<file path="config.mk">
export PLATFORM = sky130hd
export DESIGN_NAME = bpsk_tx_framer
export DESIGN_NICKNAME = d
export VERILOG_FILES = /design/src/rtl/bpsk_pkg.sv /design/src/rtl/bpsk_bit_timer.sv /design/src/rtl/bpsk_tx_framer.sv
export SDC_FILE = /design/constraint.sdc
export NUM_CORES = 1
export LEC_CHECK = 0
export CAP_MARGIN = 25
export CORE_ASPECT_RATIO = 1.1
export CORE_MARGIN = 3
export CORE_UTILIZATION = 35
export DETAILED_ROUTE_END_ITERATION = 10
export PLACE_DENSITY_LB_ADDON = 0.2
export SYNTH_ARGS = -nofsm -noshare
export SYNTH_HDL_FRONTEND = slang
export SYNTH_SLANG_ARGS = --single-unit
</file>
<file path="constraint.sdc">
create_clock -name clk -period 2.4 [get_ports clk]
set_input_delay 0.24 -clock clk [delete_from_list [all_inputs] [get_ports clk]]
set_output_delay 0.24 -clock clk [all_outputs]
set_load 0.1 [all_outputs]
</file>
<file path="src/rtl/bpsk_pkg.sv">
// Shared types and constants for the BPSK transmit framer.
// The state enum is common to the framer and any logic that observes its progress.
package bpsk_pkg;

    localparam int LEN_BITS = 8;
    localparam logic [15:0] DEFAULT_SYNC_WORD = 16'hD391;

    typedef enum logic [2:0] {
        ST_IDLE,
        ST_PREAMBLE,
        ST_SYNC,
        ST_HEADER,
        ST_PAYLOAD,
        ST_GUARD
    } framer_state_t;

    function automatic int max4(input int a, input int b, input int c, input int d);
        int m;
        m = a;
        if (b > m) m = b;
        if (c > m) m = c;
        if (d > m) m = d;
        return m;
    endfunction

endpackage

</file>
<file path="src/rtl/bpsk_bit_timer.sv">
// Sample counter that marks the last clock of each transmitted bit.
// Held at zero while disabled so each frame starts on a fresh bit.
module bpsk_bit_timer #(
    parameter int SAMPLES_PER_BIT = 20
) (
    input  logic clk,
    input  logic rst,
    input  logic en,
    output logic boundary
);

    localparam int CNT_W = (SAMPLES_PER_BIT > 2) ? $clog2(SAMPLES_PER_BIT) : 1;
    localparam logic [CNT_W-1:0] LAST_TICK = CNT_W'(SAMPLES_PER_BIT - 1);

    logic [CNT_W-1:0] tick_reg;

    always_ff @(posedge clk or posedge rst) begin
        if (rst) begin
            tick_reg <= '0;
        end else if (!en || tick_reg == LAST_TICK) begin
            tick_reg <= '0;
        end else begin
            tick_reg <= tick_reg + 1'b1;
        end
    end

    assign boundary = en && (tick_reg == LAST_TICK);

endmodule

</file>
<file path="src/rtl/bpsk_tx_framer.sv">
// Frame sequencer feeding the BPSK modem: preamble, sync word, length byte,
// payload bytes (MSB first) and trailing guard zeros, one bit per SAMPLES_PER_BIT clocks.
module bpsk_tx_framer
    import bpsk_pkg::*;
#(
    parameter int SAMPLES_PER_BIT = 20,
    parameter int PREAMBLE_BITS   = 16,
    parameter int SYNC_BITS       = 16,
    parameter logic [SYNC_BITS-1:0] SYNC_WORD = SYNC_BITS'(DEFAULT_SYNC_WORD),
    parameter int GUARD_BITS      = 8
) (
    input  logic                clk,
    input  logic                rst,
    input  logic                start,
    input  logic [LEN_BITS-1:0] len,
    input  logic [7:0]          byte_data,
    input  logic                byte_valid,
    output logic                byte_ready,
    output logic                busy,
    output logic                done,
    output logic                underrun,
    output logic                bit_data_out,
    output logic                bit_en_out
);

    localparam int MAX_FIELD = max4(PREAMBLE_BITS, SYNC_BITS, GUARD_BITS, 8);
    localparam int IDX_W     = (MAX_FIELD > 1) ? $clog2(MAX_FIELD) : 1;

    localparam logic [IDX_W-1:0] PRE_LAST   = IDX_W'(PREAMBLE_BITS - 1);
    localparam logic [IDX_W-1:0] SYNC_LAST  = IDX_W'(SYNC_BITS - 1);
    localparam logic [IDX_W-1:0] BYTE_LAST  = IDX_W'(7);
    localparam logic [IDX_W-1:0] GUARD_LAST = IDX_W'(GUARD_BITS - 1);

    framer_state_t        state_reg,   state_next;
    logic [IDX_W-1:0]     bit_idx_reg, bit_idx_next;
    logic [LEN_BITS-1:0]  len_cnt_reg, len_cnt_next;
    logic [7:0]           shift_reg,   shift_next;
    logic [SYNC_BITS-1:0] sync_reg,    sync_next;
    logic                 done_reg,    done_next;

    logic       boundary;
    logic [7:0] fetch_byte;

    bpsk_bit_timer #(
        .SAMPLES_PER_BIT(SAMPLES_PER_BIT)
    ) u_bit_timer (
        .clk      (clk),
        .rst      (rst),
        .en       (busy),
        .boundary (boundary)
    );

    always_ff @(posedge clk or posedge rst) begin
        if (rst) begin
            state_reg   <= ST_IDLE;
            bit_idx_reg <= '0;
            len_cnt_reg <= '0;
            shift_reg   <= '0;
            sync_reg    <= '0;
            done_reg    <= 1'b0;
        end else begin
            state_reg   <= state_next;
            bit_idx_reg <= bit_idx_next;
            len_cnt_reg <= len_cnt_next;
            shift_reg   <= shift_next;
            sync_reg    <= sync_next;
            done_reg    <= done_next;
        end
    end

    // A missing byte is replaced by zeros so the frame keeps its advertised length.
    assign fetch_byte = byte_valid ? byte_data : 8'h00;

    always_comb begin
        state_next   = state_reg;
        bit_idx_next = bit_idx_reg;
        len_cnt_next = len_cnt_reg;
        shift_next   = shift_reg;
        sync_next    = sync_reg;
        done_next    = 1'b0;
        byte_ready   = 1'b0;

        unique case (state_reg)
            ST_IDLE: begin
                if (start) begin
                    state_next   = ST_PREAMBLE;
                    bit_idx_next = '0;
                    len_cnt_next = len;
                    shift_next   = len;
                    sync_next    = SYNC_WORD;
                end
            end
            ST_PREAMBLE: begin
                if (boundary) begin
                    if (bit_idx_reg == PRE_LAST) begin
                        state_next   = ST_SYNC;
                        bit_idx_next = '0;
                    end else begin
                        bit_idx_next = bit_idx_reg + 1'b1;
                    end
                end
            end
            ST_SYNC: begin
                if (boundary) begin
                    sync_next = sync_reg << 1;
                    if (bit_idx_reg == SYNC_LAST) begin
                        state_next   = ST_HEADER;
                        bit_idx_next = '0;
                    end else begin
                        bit_idx_next = bit_idx_reg + 1'b1;
                    end
                end
            end
            // Header and payload bytes share the same shift-out and fetch path.
            ST_HEADER, ST_PAYLOAD: begin
                if (boundary) begin
                    if (bit_idx_reg == BYTE_LAST) begin
                        bit_idx_next = '0;
                        if (len_cnt_reg != '0) begin
                            state_next   = ST_PAYLOAD;
                            byte_ready   = 1'b1;
                            shift_next   = fetch_byte;
                            len_cnt_next = len_cnt_reg - 1'b1;
                        end else begin
                            state_next = ST_GUARD;
                        end
                    end else begin
                        shift_next   = shift_reg << 1;
                        bit_idx_next = bit_idx_reg + 1'b1;
                    end
                end
            end
            ST_GUARD: begin
                if (boundary) begin
                    if (bit_idx_reg == GUARD_LAST) begin
                        state_next   = ST_IDLE;
                        bit_idx_next = '0;
                        done_next    = 1'b1;
                    end else begin
                        bit_idx_next = bit_idx_reg + 1'b1;
                    end
                end
            end
            default: begin
                state_next = ST_IDLE;
            end
        endcase
    end

    always_comb begin
        bit_data_out = 1'b0;
        unique case (state_reg)
            ST_PREAMBLE:           bit_data_out = ~bit_idx_reg[0];
            ST_SYNC:               bit_data_out = sync_reg[SYNC_BITS-1];
            ST_HEADER, ST_PAYLOAD: bit_data_out = shift_reg[7];
            default:               bit_data_out = 1'b0;
        endcase
    end

    assign busy       = (state_reg != ST_IDLE);
    assign bit_en_out = busy;
    assign done       = done_reg;
    assign underrun   = byte_ready & ~byte_valid;

endmodule
</file>
==> flow_summary.yaml <==
global_routing:
  grt_usage: 0.150
  grt_max_degree: 28
  antenna_found_initial: 0
  grt_pass1_vias: 1992
  grt_overflow: 0
  grt_pass1_wl_um: 9850
synthesis:
  synth_cell_types: 69
  ys_seq_elements: 45
  ys.warnings.count: 0
  syn_nets: 270
  synth_commonest_cells: "45 x dfrtp_1, 21 x nor2_1, 14 x a21oi_1"
  synth_edf_count: 0
  synth_area_um2: 2580
  syn_inst: 246
  async_reset_ff_frac: 1.00
  ys.flop_type: "dfrtp_1"
  yosys.area.top_type_share: 0.436
  synthTopCellsByArea: "dfrtp_1 44%, a221oi_2 4.7%, a22o_1 3.4%"
  avgSynthCellArea_um2: 10.5
  yosysSeqAreaShare: 0.436
  synth.most_common_cell: "dfrtp_1"
  yosysTopAreaCell: "dfrtp_1"
timing:
  finalMaxSlewViolations: 0
  worst_pin_slew_ns: 0.831
  min_period_ns: 2.26
  period_share: 0.940
  max_freq_ghz: 0.443
  worst_clock_skew_ns: 0.00678
  setup_viol: 0
  relSlewSlack: 0.443
  setup_tns_ns: 0
  rsz0062_at_grt: "false"
  finalHoldViolCount: 0
setup_path:
  path_class: "reg -> out"
  r2r_start: "state_reg[1]"
  arrival_ns: 2.02
  crit_required_ns: 2.16
  critPathCapture: "underrun"
  setup.worst_path.start: "state_reg[2]"
  worstPathMaxFanout: 12
  r2r-end: "bit_idx_reg[0]"
  crit_path_end_kind: "output pin"
  startpoint_type: "flop"
  r2r_cells: 5
  r2r_setup_slack_ns: 0.35
detailed_routing:
  vias_per_cell: 5.60
  vias: 2039
  met2WireLength_um: 2700
  finalWirelength_um: 5810
  drtIter0Drc: 94
  drc: 0
  firstDrtPassIters: 4
  ant_nets: 0
  routedWlPerCell_um: 16.0
  wl_met3_um: 304
  wl_met1_um: 2740
  top_layer_used: "met4"
layout:
  synthToLayoutAreaGrowth_pct: 20.5
  antenna_cells: 0
  utilization: 0.439
  largest_reg_flops: 16
  design_area_um2: 3110
  nNetsFinal: 302
  final_layout_size_suffix_gt1_frac: 0.226
clock_network:
  cts_hold_buf: 0
  cts_buffer_depth: 2
  cts_buffers: 5
  cts.sinks: 45
  clkLatencyLatePin_ns: 0.31
  clkSlewWorstSetupHoldPaths_ns: 0.10
  cts_tree: "yes"
  cts.htree.levels: 2
  clock-root-buffer: "clkbuf_8"
placement:
  gp_congestion: 0.817
  io_buffers: 25
  place_area_um2: 2980
  place_hpwl_um: 4200
floorplanning:
  core_area_um2: 7090
  die_area_um2: 8450
  dieWidth_um: 87.9
  placementRows: 32
  io_pins: 26
  start_util: 0.364
  die_h_um: 96.1
pwr:
  p_leak_nw: 1.30
  cellPowerDensity_nw_per_um2: 878
  max-vdd-ir-drop_uv: 420
flow_run:
  max-cap-violations: 0
status:
  status: "finished, final reports clean"
worst_hold_path:
  hold_path.class: "in -> async"
## worst max-delay path, cell delays in order, from the launching register on
cell      delay, ns
dfrtp_2        0.50
or3b_1         0.43
a211oi_2       0.30
nand2_2        0.14
nor2_2         0.15
buf_12         0.19
## final cells by class
cell class                 count  area [um^2]
tap                           85          106
clock inverter                 3         28.8
fill                         680         3970
timing repair buffer          38          383
clock buffer                   5         68.8
inverter                      15         56.3
sequential                    45         1130
multi-input combinational    173         1340
## cells by family after synthesis
family                     synth area share
and+or+nand+nor                       0.196
AOI/OAI and AO/OA                     0.250
DFF                                   0.436
buffers and inverters                0.0514
muxes                                0.0402
adders and majority gates            0.0194
xor gates and xnor gates            0.00678
## per-layer routing
| layer | global-route usage | vias to the layer above |
|---|---|---|
| met5 | 0 | - |
| met4 | 0.0422 | 0 |
| met3 | 0.0342 | 6 |
| met2 | 0.237 | 38 |
| met1 | 0.206 | 997 |
| li1 | - | 998 |
## through the flow
stage,worst slack [ns],total power [mW],cells,hold WS (ns)
CTS,0.0116,2.76,361,0.317
global placement,0.257,2.22,353,0.449
global route,0.00181,2.92,364,0.319
floorplan,0.0299,1.95,246,0.410
detailed placement,0.216,2.22,353,0.450
finish,0.144,2.73,364,0.299
## cell usage in the layout, fill, tap and decap left out, types with 3 or more instances in the layout
master / count
nor2_1: 20
a21oi_1: 14
o221ai_1: 4
buf_12: 4
a221oi_2: 8
clkdlybuf4s50_1: 19
nand3_1: 6
dfrtp_1: 43
and3_1: 9
mux2i_1: 7
buf_4: 15
o21ai_0: 4
clkbuf_8: 5
a22o_1: 10
o211ai_1: 4
inv_1: 12
ha_1: 4
nand3b_1: 5
nand2b_1: 3
o22a_1: 7
nand2_1: 11
## how the worst min path moves through the flow
stage / start / endpoint / slack [ns] / cells after the start
2_1_floorplan: byte_valid / shift_reg[0] / 0.41 / 2
3_3_place_gp: u_bit_timer.tick_reg[0] / u_bit_timer.tick_reg[0] / 0.45 / 1
3_5_place_dp: u_bit_timer.tick_reg[0] / u_bit_timer.tick_reg[0] / 0.45 / 1
4_1_cts: rst / len_cnt_reg[6] / 0.32 / 2
5_1_grt: rst / shift_reg[5] / 0.32 / 2
6_report: rst / len_cnt_reg[3] / 0.30 / 2
## timing repair
action / 4_1_cts / 5_1_grt
buffers inserted: 0 / 3
endpoints found under the setup margin: 0 / 2
gates resized for setup: 0 / 4
## power by group
| part | switching (mW) | total [mW] | internal, mW |
|---|---|---|---|
| sequential | 0.172 | 1.09 | 0.920 |
| clock | 0.301 | 0.521 | 0.220 |
| combinational | 0.667 | 1.12 | 0.453 |
Note: power is estimated with default switching activity, not from simulation.
